`config.mk`:
```
export PLATFORM = sky130hd
export DESIGN_NAME = sdram_rd_capture
export DESIGN_NICKNAME = d
export VERILOG_FILES = /design/src/rtl/sdram_rd_capture.sv
export SDC_FILE = /design/constraint.sdc
export NUM_CORES = 1
export LEC_CHECK = 0
export ABC_AREA = 1
export BUFFER_PORTS_ARGS = -buffer_cell sky130_fd_sc_hd__buf_4
export CORE_UTILIZATION = 40
export CTS_BUF_LIST = sky130_fd_sc_hd__clkbuf_4 sky130_fd_sc_hd__clkbuf_8
export DETAILED_ROUTE_END_ITERATION = 8
export SYNTH_ARGS = -nofsm -noshare
export SYNTH_HDL_FRONTEND = slang
export SYNTH_SLANG_ARGS = --single-unit
```
`constraint.sdc`:
```
create_clock -name clk -period 2.99 [get_ports clk]
set_input_delay 0.598 -clock clk [delete_from_list [all_inputs] [get_ports clk]]
set_output_delay 0.598 -clock clk [all_outputs]
set_load 0.1 [all_outputs]
```
`src/rtl/sdram_rd_capture.sv`:
```
// sdram_rd_capture: counts out read latency, then captures one burst into a show-ahead FIFO.
// Optional feature macro RDCAP_LAST_TAG_EN adds a per-word end-of-burst tag on rd_last.
module sdram_rd_capture #(
  parameter int DSIZE = 16,
  parameter int LAT   = 4,
  parameter int DEPTH = 16,
  parameter int BL_W  = 4,
  localparam int AW   = $clog2(DEPTH)
) (
  input  logic             clk,
  input  logic             reset,
  input  logic             rd_start,
  input  logic [BL_W-1:0]  rd_len,
  output logic             rd_rej,
  output logic             rd_busy,
  input  logic [DSIZE-1:0] dataout,
  output logic [DSIZE-1:0] rd_data,
  output logic             rd_valid,
  input  logic             rd_ready,
`ifdef RDCAP_LAST_TAG_EN
  output logic             rd_last,
`endif
  output logic [AW:0]      fifo_level
);

  typedef enum logic [1:0] {
    IDLE,
    WAIT,
    CAPT
  } state_t;

  state_t           state_q;
  logic [3:0]       lat_q;
  logic [BL_W-1:0]  cnt_q;
  logic             rej_q;

  logic [DSIZE-1:0] mem_q [DEPTH];
  logic [AW-1:0]    wr_ptr_q;
  logic [AW-1:0]    rd_ptr_q;
  logic [AW:0]      lvl_q;

  logic [31:0]      free_w;
  logic             space_ok;
  logic             accept;
  logic             push;
  logic             pop;

  // Space is reserved here, so the burst itself never needs a full check.
  assign free_w   = 32'(DEPTH) - 32'(lvl_q);
  assign space_ok = free_w >= 32'(rd_len);
  assign accept   = rd_start && (state_q == IDLE)
                    && (rd_len != '0) && space_ok;
  assign push     = (state_q == CAPT);
  assign pop      = rd_valid && rd_ready;

  assign rd_busy    = (state_q != IDLE);
  assign rd_rej     = rej_q;
  assign rd_valid   = (lvl_q != '0);
  assign fifo_level = lvl_q;
  assign rd_data    = rd_valid ? mem_q[rd_ptr_q] : '0;

  always_ff @(posedge clk) begin
    if (!reset) begin
      state_q <= IDLE;
      lat_q   <= '0;
      cnt_q   <= '0;
      rej_q   <= 1'b0;
    end else begin
      rej_q <= rd_start && !accept;
      unique case (state_q)
        IDLE: begin
          if (accept) begin
            cnt_q   <= rd_len;
            lat_q   <= 4'(LAT - 1);
            state_q <= (LAT == 1) ? CAPT : WAIT;
          end
        end
        WAIT: begin
          lat_q <= lat_q - 4'd1;
          if (lat_q == 4'd1) state_q <= CAPT;
        end
        CAPT: begin
          cnt_q <= cnt_q - BL_W'(1);
          if (cnt_q == BL_W'(1)) state_q <= IDLE;
        end
        default: state_q <= IDLE;
      endcase
    end
  end

  always_ff @(posedge clk) begin
    if (!reset) begin
      wr_ptr_q <= '0;
      rd_ptr_q <= '0;
      lvl_q    <= '0;
    end else begin
      if (push) wr_ptr_q <= wr_ptr_q + AW'(1);
      if (pop)  rd_ptr_q <= rd_ptr_q + AW'(1);
      if (push && !pop)      lvl_q <= lvl_q + 1'b1;
      else if (pop && !push) lvl_q <= lvl_q - 1'b1;
    end
  end

  always_ff @(posedge clk) begin
    if (reset && push) mem_q[wr_ptr_q] <= dataout;
  end

`ifdef RDCAP_LAST_TAG_EN
  logic last_q [DEPTH];
  logic last_w;

  assign last_w  = (cnt_q == BL_W'(1));
  assign rd_last = rd_valid && last_q[rd_ptr_q];

  always_ff @(posedge clk) begin
    if (reset && push) last_q[wr_ptr_q] <= last_w;
  end
`endif

endmodule

```
==> impl_metrics.py <==
metrics = {
    "die": {
        "initial_core_util": 0.408,
        "fp.dieW_um": 174,
        "die_area_um2": 30100,
        "placementRows": 62,
        "die_h_um": 174,
        "pin_count": 48,
        "fp.coreArea_um2": 28900,
    },
    "power_and_ir_drop": {
        "powerDensity_nw_per_um2": 950,
        "finalPower_mw": 13.5,
        "ir_drop_mv": 0.716,
        "p_leak_nw": 4.96,
    },
    "logic_synthesis": {
        "synth_cells": 1002,
        "synthTopCellsByArea": "edfxtp_1, nor2_1, o21ai_0",
        "synth_area_um2": 11800,
        "syn_area_per_cell_um2": 11.8,
        "seq_area_frac_synth": 0.700,
        "yosys_register_bits": 284,
        "yosysWarningCount": 0,
        "synth_top_area_frac": 0.653,
        "yosys.area.top_type": "edfxtp_1",
        "syn_nets": 1046,
        "yosysUniqueCellTypes": 31,
    },
    "sta": {
        "tns_ns": 0,
        "hold_viol_final": 0,
        "slew_headroom": 0.651,
        "drv_slew": 0,
        "clock.fmax_ghz": 0.344,
        "setup_slack_ns": 0.0843,
        "post-route-period-util": 0.972,
        "clock_skew_ns": 0.0208,
        "worst_pin_slew_ns": 0.524,
        "finalSetupViolations": 0,
        "period_needed_ns": 2.91,
    },
    "drt": {
        "drtIter0Drc": 605,
        "viasPerCell": 5.18,
        "drtPass1Iterations": 5,
        "wl_um": 29900,
        "vias": 7855,
        "post_drt_wl_per_cell_um": 19.7,
        "drc_errors": 0,
        "final_antenna_net_count": 0,
    },
    "worst_setup_path": {
        "path_cells": "inv_1 -> ha_1 -> nand2_1 -> nor2_1 -> ha_2 -> buf_12 -> buf_4 -> a21oi_2 -> buf_8",
        "end_kind": "output port",
        "critPathSlowestCell": "dfxtp_4",
        "reg2reg_depth": 16,
        "slowest_delay_ns": 0.36,
        "reg2reg_to": "fifo_level[4]$_SDFFE_PN0P_",
        "cp_max_fo": 14,
        "required_ns": 2.39,
        "worstPathArrival_ns": 2.31,
        "rr_startpoint": "fifo_level[0]$_SDFFE_PN0P_",
        "worstSetupPathType": "reg -> out",
        "start_kind": "register",
        "r2r_slack_ns": 0.33,
    },
    "grt": {
        "grt-ovfl-total": 0,
        "first_global_vias": 7466,
        "grt_max_degree": 73,
        "grt_use_total": 0.193,
        "grt_pass1_wl_um": 44200,
        "antenna_found_initial": 0,
    },
    "hold_path": {
        "hold_class": "in -> reg",
        "worstHoldPathCells": 3,
        "worstHoldStart": "rd_start",
        "holdPathEnd": "rd_rej$_SDFF_PN0_",
    },
    "final_layout": {
        "diodes": 0,
        "regArea_um2": 8270,
        "multi_input_area_um2": 3210,
        "fillers": 2581,
        "fin_area_um2": 14200,
        "final_cell_count_no_fill": 1517,
        "drive_above_1_share": 0.202,
        "nNetsFinal": 1140,
        "synthToLayoutAreaGrowth_pct": 20.7,
    },
    "placement": {
        "post-place-ws_ns": 0.383,
        "postPlaceCellArea_um2": 12800,
        "placed_cells": 1410,
        "gp_congestion": 0.833,
        "io_buffers": 47,
        "dp_hpwl_um": 16000,
    },
    "clocking": {
        "cts_tree": "built",
        "hold_buffers": 0,
        "clock_latency_ns": 0.56,
        "numCtsBuffers": 47,
        "cts.clk_slew.worst_paths_ns": 0.06,
        "cts.sinks": 284,
        "cts-root-buf": "clkbuf_8",
        "htree_levels": 2,
        "clockBufferDepth": 3,
    },
    "status": {
        "status": "finished, final reports clean",
    },
    "flow_run": {
        "maxCapViolCount": 0,
    },
}
worst max path at each step:
stage                                          start                          to  slack, ns  cells past startpoint
after global routing                        register                 rd_data[11]     -0.004                      9
after detailed placement  fifo_level[0]$_SDFFE_PN0P_  fifo_level[4]$_SDFFE_PN0P_       0.38                     16
after CTS                                   register                  rd_data[9]      0.006                      8
after floorplan           fifo_level[0]$_SDFFE_PN0P_  fifo_level[4]$_SDFFE_PN0P_      0.005                     17
after global placement    fifo_level[0]$_SDFFE_PN0P_  fifo_level[4]$_SDFFE_PN0P_       0.44                     16
final                     fifo_level[0]$_SDFFE_PN0P_                  rd_data[5]       0.08                      9
state kept, by name (all words and copies together) (netlist names), named ones only:
register,flops
state_q,2
wr_ptr_q,4
cnt_q,4
lat_q,4
fifo_level,5
rd_rej,1
rd_ptr_q,4
mem_q,256
layout by cell type, fill, tap and decap left out, types with 2 or more instances in the layout:
cell type     n
edfxtp_1    256
nor2_1      224
o21ai_0     119
nand3_1      69
buf_4        68
clkbuf_8     49
o211ai_1     47
inv_1        43
nand2_1      42
clkbuf_4     28
o21ai_1      26
dfxtp_1      20
a21oi_1      19
ha_1         18
nor2_2       17
buf_12       14
a21oi_4      11
buf_6         8
clkinv_1      7
a21oi_2       5
buf_8         5
dfxtp_4       4
dfxtp_2       4
clkbuf_16     4
clkinv_2      3
buf_16        3
xnor2_1       2
clkinvlp_4    2
xor2_1        2
a31oi_1       2
nand4_1       2
routing by layer:
| layer | GRT usage | vias up | routed length, um |
|---|---|---|---|
| li1 | - | 3770 | - |
| met1 | 0.273 | 3825 | 13600 |
| met2 | 0.305 | 212 | 14100 |
| met3 | 0.0320 | 48 | 1650 |
| met4 | 0.0599 | 0 | 609 |
| met5 | 0 | - | 0 |
critical path: cells and delay by family, from the launching register on:
kind / cells / cell delay [ns]
and+or+nand+nor: 2 / 0.12
buffers and inverters: 4 / 0.65
DFF: 1 / 0.36
adders and majority gates: 2 / 0.45
AOI/OAI and AO/OA: 1 / 0.17
per-stage QoR:
step                      hold slack, ns  utilization
after floorplan                    0.412            -
after global placement             0.423        0.445
after detailed placement           0.435        0.445
after CTS                          0.267        0.479
after global routing               0.295        0.493
final                              0.294        0.493
cell type report:
cell class,instances,share of cell area
well taps,384,0.0338
inverters,48,0.0130
clock inverters,9,0.00317
clock buffers,77,0.0622
flip-flops and latches,284,0.582
repair buffers,102,0.0801
multi-input cells,613,0.226
power breakdown:
group / internal [mW] / switching [mW]
Clock: 1.86 / 1.47
Combinational: 1.82 / 3.72
Sequential: 4.49 / 0.148
repair_timing:
action | in CTS | in global routing
pin swaps | 0 | 4
endpoints found under the setup margin | 17 | 17
setup buffers | 1 | 15
gates resized for setup | 11 | 28
cloned | 0 | 5
cells in the mapped netlist (all sizes together):
master,number
a211oi,1
a21oi,35
a31oi,2
buf,30
clkbuf,27
clkinv,2
dfxtp,28
edfxtp,256
fa,1
ha,19
inv,46
nand2,42
nand3,69
nand3b,1
nand4,2
nor2,241
nor3,1
o211ai,48
o21ai,145
o21bai,1
o31ai,1
xnor2,2
xor2,2
cell families (layout without fill, tap and decap cells):
kind of cell,after synthesis,count (layout),share of synthesized area
buf+inv,105,236,0.0429
compound gates,233,233,0.110
fa+ha+maj,20,20,0.0219
flops,284,284,0.700
simple gates,356,356,0.122
xor+xnor,4,4,0.00297
No activity file was read; power rests on OpenSTA's default activity.
